File: config.mk
export PLATFORM = sky130hd
export DESIGN_NAME = fft_output_streamer
export DESIGN_NICKNAME = d
export VERILOG_FILES = /design/src/rtl/fft_output_streamer.sv
export SDC_FILE = /design/constraint.sdc
export NUM_CORES = 1
export LEC_CHECK = 0
export ABC_AREA = 1
export CELL_PAD_IN_SITES_DETAIL_PLACEMENT = 0
export CELL_PAD_IN_SITES_GLOBAL_PLACEMENT = 2
export CORE_ASPECT_RATIO = 1.4
export CORE_MARGIN = 2
export CORE_UTILIZATION = 35
export DETAILED_ROUTE_END_ITERATION = 6
export DONT_BUFFER_PORTS = 1
export GPL_TIMING_DRIVEN = 0
export PLACE_DENSITY = 0.8
export SETUP_SLACK_MARGIN = 0.05
export SYNTH_ARGS = -nofsm -noshare
export SYNTH_HDL_FRONTEND = slang
export SYNTH_SLANG_ARGS = --single-unit
File: constraint.sdc
create_clock -name clk -period 2.2 [get_ports clk]
set_clock_uncertainty 0.05 [all_clocks]
set_input_delay 0.22 -clock clk [delete_from_list [all_inputs] [get_ports clk]]
set_output_delay 0.22 -clock clk [all_outputs]
set_load 0.03 [all_outputs]
File: src/rtl/fft_output_streamer.sv
// Reads one finished 8-point FFT frame from the buffer read port and streams
// it out over valid/ready, un-scrambling bit-reversed storage when enabled.
//
// Handshake: a sample moves on every rising edge where out_valid && out_ready.
// While out_valid=1 and out_ready=0 every out_* signal holds its value.
// out_valid only falls after a transfer, or on reset.
module fft_output_streamer #(
   parameter int ADDR_W      = 3,
   parameter int DATA_W      = 32,
   parameter int BIT_REVERSE = 1
) (
   input  logic              clk,
   input  logic              rst,
   input  logic              start,
   output logic              busy,
   output logic              done,
   output logic [ADDR_W-1:0] rd_addr,
   input  logic [DATA_W-1:0] rd_real,
   input  logic [DATA_W-1:0] rd_imag,
   output logic              out_valid,
   input  logic              out_ready,
   output logic [DATA_W-1:0] out_real,
   output logic [DATA_W-1:0] out_imag,
   output logic [ADDR_W-1:0] out_index,
   output logic              out_last,
   output logic [1:0]        dbg_state
);

   typedef enum logic [1:0] {
      IDLE   = 2'd0,
      STREAM = 2'd1,
      DRAIN  = 2'd2
   } state_t;

   localparam logic [ADDR_W-1:0] LAST_IDX = '1;

   state_t            state;
   state_t            state_nxt;
   logic [ADDR_W-1:0] cnt;
   logic              load;
   logic              xfer;

   // Mirror of cnt with the bit order flipped across ADDR_W.
   function automatic logic [ADDR_W-1:0] bitrev(input logic [ADDR_W-1:0] v);
      logic [ADDR_W-1:0] r;
      r = '0;
      for (int i = 0; i < ADDR_W; i++) begin
         r[i] = v[ADDR_W-1-i];
      end
      return r;
   endfunction

   // The output register takes a new sample whenever it is empty or draining.
   assign load = (state == STREAM) && (!out_valid || out_ready);
   assign xfer = out_valid && out_ready;
   assign dbg_state = state;

   // State register.
   always_ff @(posedge clk) begin
      if (rst) begin
         state <= IDLE;
      end else begin
         state <= state_nxt;
      end
   end

   // Next-state, busy and read address; the buffer is addressed only in STREAM.
   always_comb begin
      state_nxt = state;
      busy      = 1'b0;
      rd_addr   = '0;
      case (state)
         IDLE: begin
            if (start) state_nxt = STREAM;
         end
         STREAM: begin
            busy    = 1'b1;
            rd_addr = (BIT_REVERSE != 0) ? bitrev(cnt) : cnt;
            if (load && (cnt == LAST_IDX)) state_nxt = DRAIN;
         end
         DRAIN: begin
            busy = 1'b1;
            if (xfer) state_nxt = IDLE;
         end
         default: state_nxt = IDLE;
      endcase
   end

   // Output index counter: cleared on an accepted start, stepped on each load.
   always_ff @(posedge clk) begin
      if (rst) begin
         cnt <= '0;
      end else if ((state == IDLE) && start) begin
         cnt <= '0;
      end else if (load) begin
         cnt <= cnt + 1'b1;
      end
   end

   // Output sample register plus the one-cycle done pulse after the final accept.
   always_ff @(posedge clk) begin
      if (rst) begin
         out_valid <= 1'b0;
         out_last  <= 1'b0;
         out_real  <= '0;
         out_imag  <= '0;
         out_index <= '0;
         done      <= 1'b0;
      end else begin
         done <= 1'b0;
         if (load) begin
            out_real  <= rd_real;
            out_imag  <= rd_imag;
            out_index <= cnt;
            out_last  <= (cnt == LAST_IDX);
            out_valid <= 1'b1;
         end else if ((state == DRAIN) && xfer) begin
            // Data fields keep the last sample after the frame ends.
            out_valid <= 1'b0;
            out_last  <= 1'b0;
            done      <= 1'b1;
         end
      end
   end

endmodule

; After elaboration in Yosys (flattened, before gate mapping)
; Cells that the tools add are included.
[totals]
elab_cells = 38
output_inout_bits = 76
regBits = 75
[op_classes]
n_reduce_logical = 13
n_addsub = 1
n_eq_ne = 6
mux = 10
[ops]
columns = op, n
row1 = 2-to-1 mux 2 bit, 3
row2 = case mux 2 bit (3 select lines), 1
row3 = OR reduction 2 bit, 3
row4 = logical AND 1 bit, 5
row5 = 2-to-1 mux 1 bit, 5
row6 = "inequality test 2 bit, second input constant", 2
row7 = "adder 3 x 1 -> 3 bit, second input constant", 1
row8 = "equality test 3 bit, second input constant", 1
row9 = 2-to-1 mux 3 bit, 1
row10 = AND reduction 3 bit, 1
row11 = "equality test 2 x 1 -> 1 bit, second input constant", 1
row12 = "equality test 2 bit, second input constant", 1
row13 = logical NOT 2 bit, 1
row14 = "inequality test 2 x 1 -> 1 bit, second input constant", 1
row15 = nonzero test 2 bit, 1
row16 = logical NOT 1 bit, 1
row17 = logical OR 1 bit, 1

; Longest topological paths before layout
; Gate-level depths: netlist of run 1.
[logic_depth]
word_depth = 6
ltp_mapped = 8
depth_no_buf = 8

; Least setup slack after synthesis of run 1
; No wires, ideal clock.
[synth_timing]
kind = reg-to-reg
start = reg state[1], in the netlist dbg_state[1]
end = reg out_imag[0]
t_required_ns = 2.034
path_stages_with_launch = 8
period_less_slack_ns = 1.574
arrival_ns = 1.408
path_buffers = 1
setup_slack_ns = 0.626
cell_sequence = dfxtp_1 -> inv_1 -> ha_1 -> nand2_4 -> inv_6 -> clkbuf_8 -> nor2_1 -> nor2_1
[synth_between]
elab_chain_cells = 2
[synth_lines]
columns = item, line_no
row1 = start: declaration, 37  ; state_t state;
row2 = start signal: assignment, 63  ; state <= state_nxt;
row3 = equality test 2 x 1 -> 1 bit, 54  ; assign load = (state == STREAM) && (!out_valid || out_ready);
row4 = logical AND 1 bit, 54
row5 = end signal: assignment, 113  ; out_imag <= rd_imag;
row6 = end: declaration, 23  ; output logic [DATA_W-1:0] out_imag,
; No other way between the ends.
; A chain may end at the register's enable or synchronous reset.

; Final worst setup path of run 1
[layout_timing]
start = reg state[0], in the netlist dbg_state[0]
end = out rd_addr[0]
[layout_between]
elab_chain_cells = 2
[layout_lines]
columns = item, line_no
row1 = equality test 2 x 1 -> 1 bit, 72  ; case (state)
row2 = 2-to-1 mux 3 bit, 72
row3 = end: declaration, 17  ; output logic [ADDR_W-1:0] rd_addr,
; No other way between the ends.

==> summary.md, run 1 <==
| Metric | Value |
|---|---|
| Status | completed |
| Mux cell area share after synthesis | 0 |
| Synth Area in Adders | 0.0310 |
| Post-Synth Simple-Gate Area | 0.229 |
| YS warnings | 0 |
| CTS sink cnt | 75 |
| Final min period | 1.90 ns |
| Tot Pwr | 5.57 mW |
| Max-cap violations | 0 |
| Final setup viols | 0 |
| Worst-path clk slew | 0.07 ns |
| RSZ-0062 raised after global routing | no |
| Critical Path RT | 1.93 ns |
| Netlist Area Pre-Place | 2830 um^2 |
| Max Fclk | 527 MHz |
| Port bufs | 0 |
| Routability Congestion | 0.700 |
| Ports | 144 |
| Row count | 38 |
| First-pass GRT wire length | 11.6 mm |
| First-pass detailed-route iteration total | 4 |
| Compound-Gate Fraction of Synth Area | 0.130 |
| Final hold violations | 0 |
| Setup TNS | 0 ns |
| Fill cells | 811 |
| DRC viols | 0 |
| Vias in the first global route | 2510 |
| Post-synthesis net count | 434 |
| Die X | 80.0 um |
| Antenna violations before repair | 0 |
| Largest family of logic cells by synthesized area | simple AND/OR/NAND/NOR gates |
| Vias | 2465 |
| Syn avg cell area | 7.88 um^2 |
| Gate Count Post-Synth | 359 |
| Post-synthesis sequential area ratio | 0.531 |
| GRT Total Usage | 0.172 |
| Cell depth of the worst flop-to-flop path | 6 |
| Commonest non-fill, non-tap cell in the layout | nor2_1 |
| Core area | 7800 um^2 |
| Worst Path Arrival | 1.63 ns |
| Worst setup SP type | flip-flop |
| Largest cells by area after synthesis | dfxtp_1 53%, nor2_1 18%, o21ai_0 11%, nand2_1 3.2%, ha_1 3.1% |
| Crit path kind | flip-flop to output port |
| Nets@finish | 503 |
| Most frequent cells in the layout | 137 x nor2_1, 75 x dfxtp_1, 65 x o21ai_0 |
| Post-Route WL | 7.40 mm |
| Post_cts resized | 0 |
| H-Tree Depth | 3 |
| Synth area leader | dfxtp_1 |
| Clock root buffer | clkbuf_8 |
| Power Dens Cells | 1500 nW/um^2 |
| Xor/xnor share of the synthesized area | 0 |
| Vias/cell | 4.64 |
| Max clock buf depth | 2 |
| Leak | 1.53 nW |
| Critical-path maximum fanout | 5 |
| ANT nets after route | 0 |
| Die area | 8830 um^2 |
| Final core utilization | 0.477 |
| Num CTS Buffers | 9 |
| Number of library cell types mapped by synthesis | 19 |
| Layout area overhead | 31.4% |
| Worst relative slew slack | 0.677 |
| Share of the synthesized area in the top cell type | 0.531 |
| Initial core utilization | 0.363 |
| Drt first-iter violations | 93 |
| DR WL/cell | 13.9 um |
| Grt ovf | 0 |
| Hold Crit Class | input port to flip-flop |
| Ratio of cells with drive above 1 in the final layout | 0.0742 |
| Die Ht | 110 um |
| Synthesized flop and latch total | 75 |
| Worst slew pin tran | 0.483 ns |
| Worst hold path depth | 2 |
| Slew Viols, Final | 0 |
| Clk_lat worst skew | 0.35 ns |
| Largest net degree at the start of global routing | 12 |
| VDD IR-drop max | 756 uV |
| Worst setup EP type | output port |
| Post-CTS setup buffers | 0 |
| Ant. Diodes | 0 |
| CTS tree | done |
| DP Wirelength | 5.16 mm |
| Fin crit share | 0.862 |
-- area by class of cell --
class | count | area (um^2) | area share
Sequential cell | 75 | 1500 | 0.404
Multi-Input combinational cell | 248 | 1100 | 0.297
Timing Repair Buffer | 58 | 581 | 0.156
Buffer | 21 | 163 | 0.0438
Clock buffer | 11 | 141 | 0.0380
Tap cell | 100 | 125 | 0.0337
Inverter | 15 | 61.3 | 0.0165
Clock inverter | 3 | 40.0 | 0.0108
-- registers in the layout (all words and copies together) (netlist names) --
| name | cells |
|---|---|
| out_index | 3 |
| out_real | 32 |
| done | 1 |
| out_imag | 32 |
| dbg_state | 2 |
| out_last | 1 |
| cnt | 3 |
| out_valid | 1 |
-- kinds of logic after synthesis --
| logic type | Yosys count |
|---|---|
| adder cells (fa/ha/maj) | 7 |
| AND/OR/NAND/NOR | 168 |
| buffers and inverters | 36 |
| AO/OA/AOI/OAI | 73 |
| flip-flops | 75 |
-- timing repair --
item | CTS | global route
hold buffers | 56 | 2
hold endpoints to repair | 58 | 2
setup endpoints to repair | 0 | 0
-- synth_stat cells --
cell      count
buf_2         2
o21bai_1      1
nand2_2       1
buf_6         3
nand3_1       4
nand2_1      24
inv_6         1
nand2_4       1
buf_8         1
clkbuf_1      5
nor2_1      137
o21ai_0      65
inv_1        14
or2_1         1
a21oi_1       7
ha_1          7
clkbuf_2      6
clkbuf_8      4
dfxtp_1      75
-- final timing paths --
check,from,slack [ns],to
worst min-delay path,rd_imag[5],0.003,out_imag[5]
worst min register to register,cnt[2],0.44,out_index[2]
worst max-delay path,dbg_state[0],0.30,rd_addr[0]
worst max register to register,dbg_state[1],0.38,out_imag[25]
-- critical path, stage by stage, from the launching register on --
cell     delay [ns]
dfxtp_1        0.59
ha_1           0.37
nand2_1        0.10
inv_1          0.22
-- report_power, final --
| part | internal, mW | switching [mW] | total [mW] |
|---|---|---|---|
| Clock | 0.539 | 0.475 | 1.01 |
| Combinational | 0.656 | 0.914 | 1.57 |
| Sequential | 1.81 | 1.18 | 2.99 |
| Total | 3.00 | 2.57 | 5.57 |
-- through the flow --
stage / instances / hold slack [ns] / instance area, um^2 / setup WS [ns]
global placement: 459 / 0.240 / 2950 / 0.406
detailed placement: 459 / 0.242 / 2950 / 0.375
finish: 531 / 0.00293 / 3720 / 0.303
floorplan: 359 / 0.239 / 2830 / 0.626
global route: 531 / 0.00242 / 3720 / 0.191
CTS: 529 / 0.000160 / 3700 / 0.251
-- layer usage --
metal,share of wire,vias up,track usage
met5,0,-,0
met4,0.022,0,0.0775
met3,0.094,16,0.0757
met2,0.51,88,0.304
met1,0.38,1095,0.174
li1,-,1266,-
Note: power is estimated with default switching activity, not from simulation.
==> run 2: changes to the inputs <==
==> constraint.sdc (replaced) <==
create_clock -name clk -period 2.2 [get_ports clk]
set_clock_uncertainty 0.05 [all_clocks]
set_input_delay 0.33 -clock clk [delete_from_list [all_inputs] [get_ports clk]]
set_output_delay 0.33 -clock clk [all_outputs]
set_load 0.03 [all_outputs]
==> summary.md, run 2 (same netlist as run 1, synthesis figures left out) <==
| Metric | Value |
|---|---|
| Buf/Inv on CP | 1 |
| Reg power frac | 0.544 |
| Most frequent cells in the layout | 137 x nor2_1, 75 x dfxtp_1, 65 x o21ai_0 |
| R2R setup slack | 0.39 ns |
| Worst setup SP type | flip-flop |
| Critical-path cell list | ha_1 -> nand2_1 -> inv_1 |
| Final core utilization | 0.403 |
| Routability Congestion | 0.700 |
| Vias | 2234 |
| Worst relative slew slack | 0.678 |
| Hold Crit Class | input port to flip-flop |
| Die area | 8830 um^2 |
| Combinational share of power | 0.269 |
| Clock share of power | 0.186 |
| Antenna violations before repair | 0 |
| Ports | 144 |
| Grt ovf | 0 |
| ANT nets after route | 0 |
| First-pass GRT wire length | 10.7 mm |
| Status | completed |
| Max Fclk | 498 MHz |
| Critical path's slowest cell | dfxtp_1 |
| DR WL/cell | 14.7 um |
| Num CTS Buffers | 9 |
| Layout area overhead | 11.2% |
| Fin crit share | 0.912 |
| Largest net degree at the start of global routing | 12 |
| Leading registers by flop count | out_imag (32), out_real (32) |
| Final setup viols | 0 |
| Ant. Diodes | 0 |
| Setup TNS | 0 ns |
| CTS sink cnt | 75 |
| First-pass detailed-route iteration total | 4 |
| Max-cap violations | 0 |
| Initial core utilization | 0.363 |
| Commonest non-fill, non-tap cell in the layout | nor2_1 |
| Crit path max-delay family | flip-flops |
| Row count | 38 |
| Tot Pwr | 5.48 mW |
| Int Power | 2.94 mW |
| Clk_lat worst skew | 0.35 ns |
| Die Ht | 110 um |
| Critical-path maximum fanout | 5 |
| Nets@finish | 446 |
| Die X | 80.0 um |
| VDD IR-drop max | 755 uV |
| Port bufs | 0 |
| Sw Ratio | 0.464 |
| Core area | 7800 um^2 |
| Worst slew pin tran | 0.482 ns |
| DP Wirelength | 5.16 mm |
| Crit path kind | flip-flop to output port |
| Worst setup EP type | output port |
| Power Dens Cells | 1740 nW/um^2 |
| Max clock buf depth | 2 |
| Final min period | 2.01 ns |
| Pre-CTS WS | 0.375 ns |
| Final WS setup | 0.194 ns |
| GRT Total Usage | 0.161 |
| Vias/cell | 4.71 |
| Clock root buffer | clkbuf_8 |
| Critical Path RT | 1.82 ns |
| Ratio of cells with drive above 1 in the final layout | 0.0856 |
| Crit-path max cell delay | 0.59 ns |
| Vias in the first global route | 2268 |
| DRC viols | 0 |
| CTS tree | done |
| Psw | 2.55 mW |
| Worst Path Arrival | 1.63 ns |
| Slew Viols, Final | 0 |
| RSZ-0062 raised after global routing | no |
| Worst-path clk slew | 0.08 ns |
| H-Tree Depth | 3 |
| Drt first-iter violations | 82 |
| Final hold violations | 0 |
| Leak | 1.29 nW |
| Post-Route WL | 6.96 mm |
[run 2: changes by cell type in the layout (fill, tap and decap cells not counted)]
cell / before / now
dlygate4sd3_1: 58 / 1
[run 2: worst paths after layout]
kind | from | to | depth (start not counted)
worst max-delay path | dbg_state[0] | rd_addr[0] | 3
worst min-delay path | rd_real[4] | out_real[4] | 2
worst max register to register | dbg_state[1] | out_imag[18] | 7
worst min register to register | cnt[2] | out_index[2] | 2
[run 2: timing repair]
action / CTS / global route
buffers inserted: 0 / 0
gates resized for setup: 0 / 0
endpoints found under the hold margin: 3 / 0
hold buffers: 1 / 0
[run 2: worst register-to-register path: cells and delay by family (launching register included)]
kind | cells | cell delay [ns]
flops | 1 | 0.55
buf+inv | 3 | 0.43
simple gates | 3 | 0.37
fa+ha+maj | 1 | 0.30
[run 2: final cells by class]
| cell class | instances | area (um^2) |
|---|---|---|
| Timing Repair Buffer | 1 | 10.0 |
| Clock inverter | 3 | 40.0 |
| Inverter | 15 | 61.3 |
| Clock buffer | 11 | 141 |
| Buffer | 21 | 163 |
| Tap cell | 100 | 125 |
| Multi-Input combinational cell | 248 | 1100 |
| Fill cell | 866 | 4650 |
| Sequential cell | 75 | 1500 |
[run 2: power groups by stage]
stage	sequential, mW	combinational [mW]	clock, mW
2_1_floorplan	2.92	1.24	0
6_report	2.98	1.48	1.02
3_3_place_gp	3.02	1.47	0
3_5_place_dp	3.03	1.51	0
5_1_grt	3.05	1.74	1.12
4_1_cts	3.00	1.51	1.06
[run 2: stage by stage]
stage,instance area [um^2],hold WS (ns),std cells
after floorplan,2830,0.349,359
after global placement,2950,0.350,459
after detailed placement,2950,0.352,459
after CTS,3150,0.0806,474
after global routing,3150,0.0884,474
final,3150,0.0918,474
[run 2: layer usage]
metal,vias to the layer above,track usage,share of wire
met4,0,0.0787,0.030
li1,1151,-,-
met2,93,0.274,0.49
met1,974,0.162,0.37
met5,-,0,0
met3,16,0.0814,0.11
==> run 3: changes to the inputs <==
Settings changed: SETUP_SLACK_MARGIN 0.05 to not set.
==> results of run 3 <==
Final layout, timing and power as in run 2 (identical DEF).
